$ cat src/rtl/serial_subtractor_64bit.sv
// serial_subtractor_64bit: multi-cycle ripple-borrow subtractor.
// Computes diff = in1 - in2 - b_in, CHUNK bits per clock, LSB chunk first.
// Ports:
//   clk, rst_n           clock, async active-low reset
//   in_valid/in_ready    request handshake; in1, in2, b_in captured on accept
//   out_valid/out_ready  result handshake; diff, b_out, ovf held while valid
module serial_subtractor_64bit #(
    parameter int WIDTH = 64,
    parameter int CHUNK = 8
) (
    input  logic             clk,
    input  logic             rst_n,
    input  logic             in_valid,
    output logic             in_ready,
    input  logic [WIDTH-1:0] in1,
    input  logic [WIDTH-1:0] in2,
    input  logic             b_in,
    output logic             out_valid,
    input  logic             out_ready,
    output logic [WIDTH-1:0] diff,
    output logic             b_out,
    output logic             ovf
);

    localparam int NCHUNK = WIDTH / CHUNK;
    localparam int CW     = (NCHUNK > 1) ? $clog2(NCHUNK) : 1;

    typedef enum logic [1:0] {
        IDLE,
        BUSY,
        DONE
    } state_t;

    state_t state_q, state_d;

    logic [WIDTH-1:0] a_q;
    logic [WIDTH-1:0] b_q;
    logic             brw_q;
    logic [CW-1:0]    cnt_q;
    logic [WIDTH-1:0] diff_q;
    logic             b_out_q;
    logic             ovf_q;

    logic [WIDTH-1:0] a_sh;
    logic [WIDTH-1:0] b_sh;
    logic [CHUNK:0]   sub;
    logic             last;
    int               base;

    // Current chunk: an extra top bit on the difference is the borrow out.
    always_comb begin
        base = int'(cnt_q) * CHUNK;
        a_sh = a_q >> base;
        b_sh = b_q >> base;
        sub  = {1'b0, a_sh[CHUNK-1:0]}
             - {1'b0, b_sh[CHUNK-1:0]}
             - {{CHUNK{1'b0}}, brw_q};
        last = (cnt_q == CW'(NCHUNK - 1));
    end

    always_ff @(posedge clk or negedge rst_n) begin
        if (!rst_n) begin
            state_q <= IDLE;
        end else begin
            state_q <= state_d;
        end
    end

    always_comb begin
        state_d = state_q;
        unique case (state_q)
            IDLE:    if (in_valid) state_d = BUSY;
            BUSY:    if (last) state_d = DONE;
            DONE:    if (out_ready) state_d = IDLE;
            default: state_d = IDLE;
        endcase
    end

    always_ff @(posedge clk or negedge rst_n) begin
        if (!rst_n) begin
            a_q     <= '0;
            b_q     <= '0;
            brw_q   <= 1'b0;
            cnt_q   <= '0;
            diff_q  <= '0;
            b_out_q <= 1'b0;
            ovf_q   <= 1'b0;
        end else if (state_q == IDLE) begin
            if (in_valid) begin
                a_q   <= in1;
                b_q   <= in2;
                brw_q <= b_in;
                cnt_q <= '0;
            end
        end else if (state_q == BUSY) begin
            diff_q[base +: CHUNK] <= sub[CHUNK-1:0];
            brw_q <= sub[CHUNK];
            if (last) begin
                b_out_q <= sub[CHUNK];
                // Top chunk's MSB is the new diff sign bit.
                ovf_q   <= (a_q[WIDTH-1] ^ b_q[WIDTH-1])
                         & (a_q[WIDTH-1] ^ sub[CHUNK-1]);
                cnt_q   <= '0;
            end else begin
                cnt_q <= cnt_q + CW'(1);
            end
        end
    end

    // Gated by rst_n so no request is offered while reset is held.
    assign in_ready  = rst_n && (state_q == IDLE);
    assign out_valid = (state_q == DONE);
    assign diff      = diff_q;
    assign b_out     = b_out_q;
    assign ovf       = ovf_q;

endmodule

$ cat config.mk
export PLATFORM = sky130hd
export DESIGN_NAME = serial_subtractor_64bit
export DESIGN_NICKNAME = d
export VERILOG_FILES = /design/src/rtl/serial_subtractor_64bit.sv
export SDC_FILE = /design/constraint.sdc
export NUM_CORES = 1
export LEC_CHECK = 0
export ABC_CLOCK_PERIOD_IN_PS = 3900
export BUFFER_PORTS_ARGS = -buffer_cell sky130_fd_sc_hd__buf_4
export CORE_MARGIN = 8
export CORE_UTILIZATION = 40
export DETAILED_ROUTE_END_ITERATION = 8
export MAX_ROUTING_LAYER = met4
export PLACE_DENSITY = 0.65
export SYNTH_ARGS = -nofsm -noshare
export SYNTH_HDL_FRONTEND = slang
export SYNTH_SLANG_ARGS = --single-unit
$ cat constraint.sdc
create_clock -name clk -period 3.9 [get_ports clk]
set_input_delay 0.39 -clock clk [delete_from_list [all_inputs] [get_ports clk]]
set_output_delay 0.39 -clock clk [all_outputs]
set_load 0.05 [all_outputs]
# After elaboration in Yosys (flattened, before gate mapping)

Cells that the tools add are included.

Register bits: 200
Bits of input ports: 133
Output and inout bits: 68

Add/subtract/negate cells: 4
Eq/ne operators: 6
Shifts and indexed selects: 4
Mux-type cells: 12
Bitwise gates (word level): 4
Reduce and logical (&&, ||, !) cells: 8

Operator list:

| kind                      | count |
|---|---|
| $shr A64 B6 Y8            | 2 |
| $bwmux W64                | 1 |
| $shift A8 B33 Y64 const A | 1 |
| $shiftx A8 B33 Y64        | 1 |
| $neg A6 Y33               | 1 |
| $mux W3                   | 4 |
| $sub A8 B8 Y9             | 1 |
| $sub A9 B1 Y9             | 1 |
| $mux W2                   | 3 |
| $pmux W2 S3               | 1 |
| $reduce_and A2 Y1         | 3 |
| $reduce_and A3 Y1         | 2 |
| $ne A2 B2 Y1 const B      | 2 |
| $add A3 B1 Y3 const B     | 1 |
| $eq A3 B3 Y1 const B      | 1 |
| $mux W1                   | 3 |
| $eq A2 B1 Y1 const B      | 1 |
| $eq A2 B2 Y1 const B      | 1 |
| $logic_not A2 Y1          | 1 |
| $ne A2 B1 Y1 const B      | 1 |
| $reduce_bool A2 Y1        | 1 |
| $xor A1 B1 Y1             | 2 |
| $and A1 B1 Y1             | 1 |
| $logic_and A1 B1 Y1       | 1 |
| $not A1 Y1                | 1 |

# Depth between registers and ports, before layout

Depth after elaboration: 5
Mapped depth: 14

# Worst setup path after synthesis

Ideal clock, no wire load.

Path type: register to register
Start point: register cnt_q[0]
End point: register diff_q[38], in the netlist diff[38]
Library setup time: 0.067 ns
Arrival time: 3.625 ns
Required time: 3.833 ns
Setup slack: 0.208 ns
Stages on the path, launching flop included: 14
Period minus slack after synthesis: 3.692 ns
Path through: dfrtp_1 buf_2 buf_1 mux4_2 mux2i_1 fa_1 inv_1 fa_1 a21boi_0 o21a_1 o21ai_0 nand2b_1 xor2_1 mux2_2

Word-level cells in the longest chain between the ends: 5

RTL lines:

| item                                     | RTL line | RTL |
|---|---|---|
| start: declaration                       | 39       | `logic [CW-1:0] cnt_q;` |
| start signal: assignment                 | 105      | `cnt_q <= cnt_q + CW'(1);` |
| $shr A64 B6 Y8, on equally long branches | 53, 54   |  |
| $sub A8 B8 Y9                            | 56       | `- {1'b0, b_sh[CHUNK-1:0]}` |
| $sub A9 B1 Y9                            | 57       | `- {{CHUNK{1'b0}}, brw_q};` |
| $shiftx A8 B33 Y64                       | 96       | `diff_q[base +: CHUNK] <= sub[CHUNK-1:0];` |
| $bwmux W64 (*)                           | 96       |  |
| end signal: indexed assignment           | 96       |  |
| end: declaration                         | 40       | `logic [WIDTH-1:0] diff_q;` |

Every way passes the cells marked *; elsewhere a longest branch is shown, timed or not.
A chain may end at the register's enable or synchronous reset.

# Worst setup path after layout

Start point: register cnt_q[0]
End point: register diff_q[39], in the netlist diff[39]

Same word-level chain as after synthesis.

==> metrics.txt <==
share of the clock period used by the worst path after layout roughly 93%; CP max FO 26; area enclosed by the die boundary around 28,000 µm²; top achievable clock speed approximately 270 MHz; Max-cap violations 0; HPWL Detailed 17.52 mm; launching element type of the critical path register; total clock sinks 200; number of antenna violations at the first check in global routing 0; number of iterations in the first detailed-routing pass 8; die extent in x 166.4 µm; number of enable flip-flop cells after synthesis 0; count of final hold-check violations 0; Total GRT Usage a little under a fifth; Relative slew margins 27.41%; outcome finished clean; clock slew at reported path FFs about 0.080 ns; number of diodes added for antenna fixing 0; Cell Rows 55; Async S/R FF share, synth between 90% and 100%; vertical die dimension roughly 170 µm; Worst Slack Setup Final approximately 0.26 ns; leading post-synthesis cells by cell area sky130_fd_sc_hd__dfrtp_1 (55%), sky130_fd_sc_hd__nand2_1 (19%), sky130_fd_sc_hd__mux4_2 (7.7%); count of different cell masters after synthesis 41; final setup fails 0; ratio of cells with drive above 1 in the final layout between 20 and 30%; average wire per cell in the routed design around 17 µm; fraction of synthesized cell area taken by the top area cell type between 50% and 60%; unrepaired setup endpoints after global routing false; count of antenna-violating nets left after detailed routing 0; maximum number of buffers from clock root to sink 2; CTS Root Buffer Type sky130_fd_sc_hd__clkbuf_16; top cells by instance count after synthesis sky130_fd_sc_hd__nand2_1 (457), sky130_fd_sc_hd__dfrtp_1 (200), sky130_fd_sc_hd__clkbuf_1 (43), sky130_fd_sc_hd__mux4_2 (31), sky130_fd_sc_hd__o31ai_1 (25); drt drc 0; clock tree from TritonCTS done; post-synthesis to final-layout area growth 26.49%; port buffer count 200; via count of the first global-routing pass ~7.3k; number of max-slew violations in the final report 0; pin count of the biggest net entering global routing 146; Std-Cell Core Area around 22,000 µm²; Hold/Removal Path Class in -> reg; total met3 wirelength after detailed routing approximately 1.4 mm; final critical path time including I/O delays and setup 3.641 ns; Met1 Routed Length approximately 12 mm; post-layout net count about 1.3k; post-layout instance area 11,440 µm²; total global routing overflow 0; amount of wire on met2 after detailed routing 10.82 mm; worst hold path endpoint a_q[54]; number of cells produced by synthesis 929; Setup crit start cnt_q[0]; Arrival @ worst endpoint ~4.0 ns; library cell occupying the most area in the post-synthesis netlist sky130_fd_sc_hd__dfrtp_1; global-route wire length before repair a little under 40 mm; final worst clock skew between 0.015 and 0.02 ns; R2R setup slack 0.26 ns; Post-Syn Nets 1,083; weighted congestion reported at the end of routability-driven placement between 0.7 and 0.8; Worst Min Path Start in1[54]; Avg Inst Size Synth ~10 µm²; cell count of the worst reg-to-reg path 12; Initial DRC Count ~500; yosys synthesis warning count 0; transition time at the pin with the least slew margin approximately 1.1 ns; Cells on Worst Hold Path 3; starting density of the core ~40%; sequential area share after synthesis roughly 55%; cts bufs inserted 17; crit path kind reg -> reg; Post-Synthesis Cell Area around 9000 µm²; Reg-to-Reg End diff[39]; Total Neg Setup Slack 0 ns; DR top layer met4; vias per cell around 5; Vias around 7.0k; required arrival time at the worst endpoint roughly 4.2 ns; Top Ports between 200 and 250; placed instance area approximately 11,000 µm²; Main synth FF type sky130_fd_sc_hd__dfrtp_1; flops & latches, synth 200; placement-stage worst setup slack around 0.11 ns; critical path endpoint category register; number of H-tree levels 4; most frequent cell after synthesis sky130_fd_sc_hd__nand2_1; sum of routed wire length over all layers between 20 and 25 mm; worst reg2reg startpoint cnt_q[0]; later-pin clock latency in the skew report approximately 0.44 ns
[state kept, by name, indices dropped and copies added (netlist names)]
signal	count
b_q	64
ovf	1
cnt_q	3
state_q	2
brw_q	1
a_q	64
b_out	1
diff	64
[through the flow]
step | hold slack [ns] | utilization, % | std cells
6_report | 0.1364 | 50.99 | 1405
5_1_grt | 0.1222 | 50.99 | 1405
4_1_cts | 0.1212 | 50.91 | 1405
3_5_place_dp | 0.4000 | 48.35 | 1373
3_3_place_gp | 0.3997 | 48.35 | 1373
2_1_floorplan | 0.09441 | - | 929
[area by class of cell]
type	count	area [µm²]
fillers	2108	10990
flip-flops and latches	200	5007
multi-input cells	659	3801
repair buffers	210	1635
clock buffers	18	429.2
well taps	285	356.6
clock inverters	13	135.1
inverters	20	75.07
[worst max-delay path by stage]
stage	endpoint	cells after the start
detailed placement	diff[6]	12
global placement	diff[6]	12
floorplan	diff[38]	13
finish	diff[39]	12
CTS	diff[38]	12
global route	diff[38]	12
[per-layer routing]
layer	vias to the layer above	GRT usage, %
met5	-	-
met4	0	3.525
met3	12	4.611
met2	239	26.61
met1	3336	24.93
li1	3410	-
[cells in the final DEF (no fill, tap or decap), drive strengths merged, types with 2 or more instances in the layout]
cell / netlist / layout
a21oi: 3 / 3
a22o: 18 / 18
and2: 4 / 4
buf: 7 / 208
clkbuf: 43 / 19
clkinv: 0 / 4
dfrtp: 200 / 200
fa: 2 / 2
ha: 19 / 19
inv: 20 / 27
mux2: 7 / 7
mux2i: 9 / 9
mux4: 32 / 32
nand2: 457 / 457
nand2b: 4 / 4
nand3: 12 / 12
nand3b: 3 / 3
nor2: 12 / 12
nor2b: 3 / 3
nor3: 5 / 5
o21a: 3 / 3
o21ai: 22 / 22
o31ai: 25 / 25
o41ai: 2 / 2
xnor2: 3 / 3
xor2: 3 / 3
[logic make-up (layout without fill, tap and decap cells)]
family	count (synthesis)	after routing	share of synthesized area [%]
AND/OR/NAND/NOR	506	506	21.91
AO/OA/AOI/OAI	78	78	6.143
flip-flops	200	200	55.34
adder cells (fa/ha/maj)	21	21	3.071
buffers and inverters	70	261	2.947
XOR/XNOR	6	6	0.6642
multiplexers	48	48	9.920
[worst max-delay path: stages (launching register included)]
cell                       delay (ns)
sky130_fd_sc_hd__dfrtp_2         0.48
sky130_fd_sc_hd__buf_12          0.26
sky130_fd_sc_hd__mux4_2          0.54
sky130_fd_sc_hd__mux2i_1         0.24
sky130_fd_sc_hd__ha_1            0.29
sky130_fd_sc_hd__inv_1           0.06
sky130_fd_sc_hd__ha_1            0.27
sky130_fd_sc_hd__a21oi_1         0.20
sky130_fd_sc_hd__o21ai_0         0.12
sky130_fd_sc_hd__a21o_1          0.19
sky130_fd_sc_hd__a211oi_2        0.34
sky130_fd_sc_hd__xnor2_2         0.22
sky130_fd_sc_hd__mux2_2          0.31
[repair_timing]
item,in CTS,in global routing
buffers inserted,0,0
gates resized for setup,0,2
hold buffers,1,0
endpoints found under the setup margin,0,8
hold endpoints to repair,55,0
Power is not shown: default switching activity piles up to over one toggle a cycle in this logic, so the estimate is an artifact.
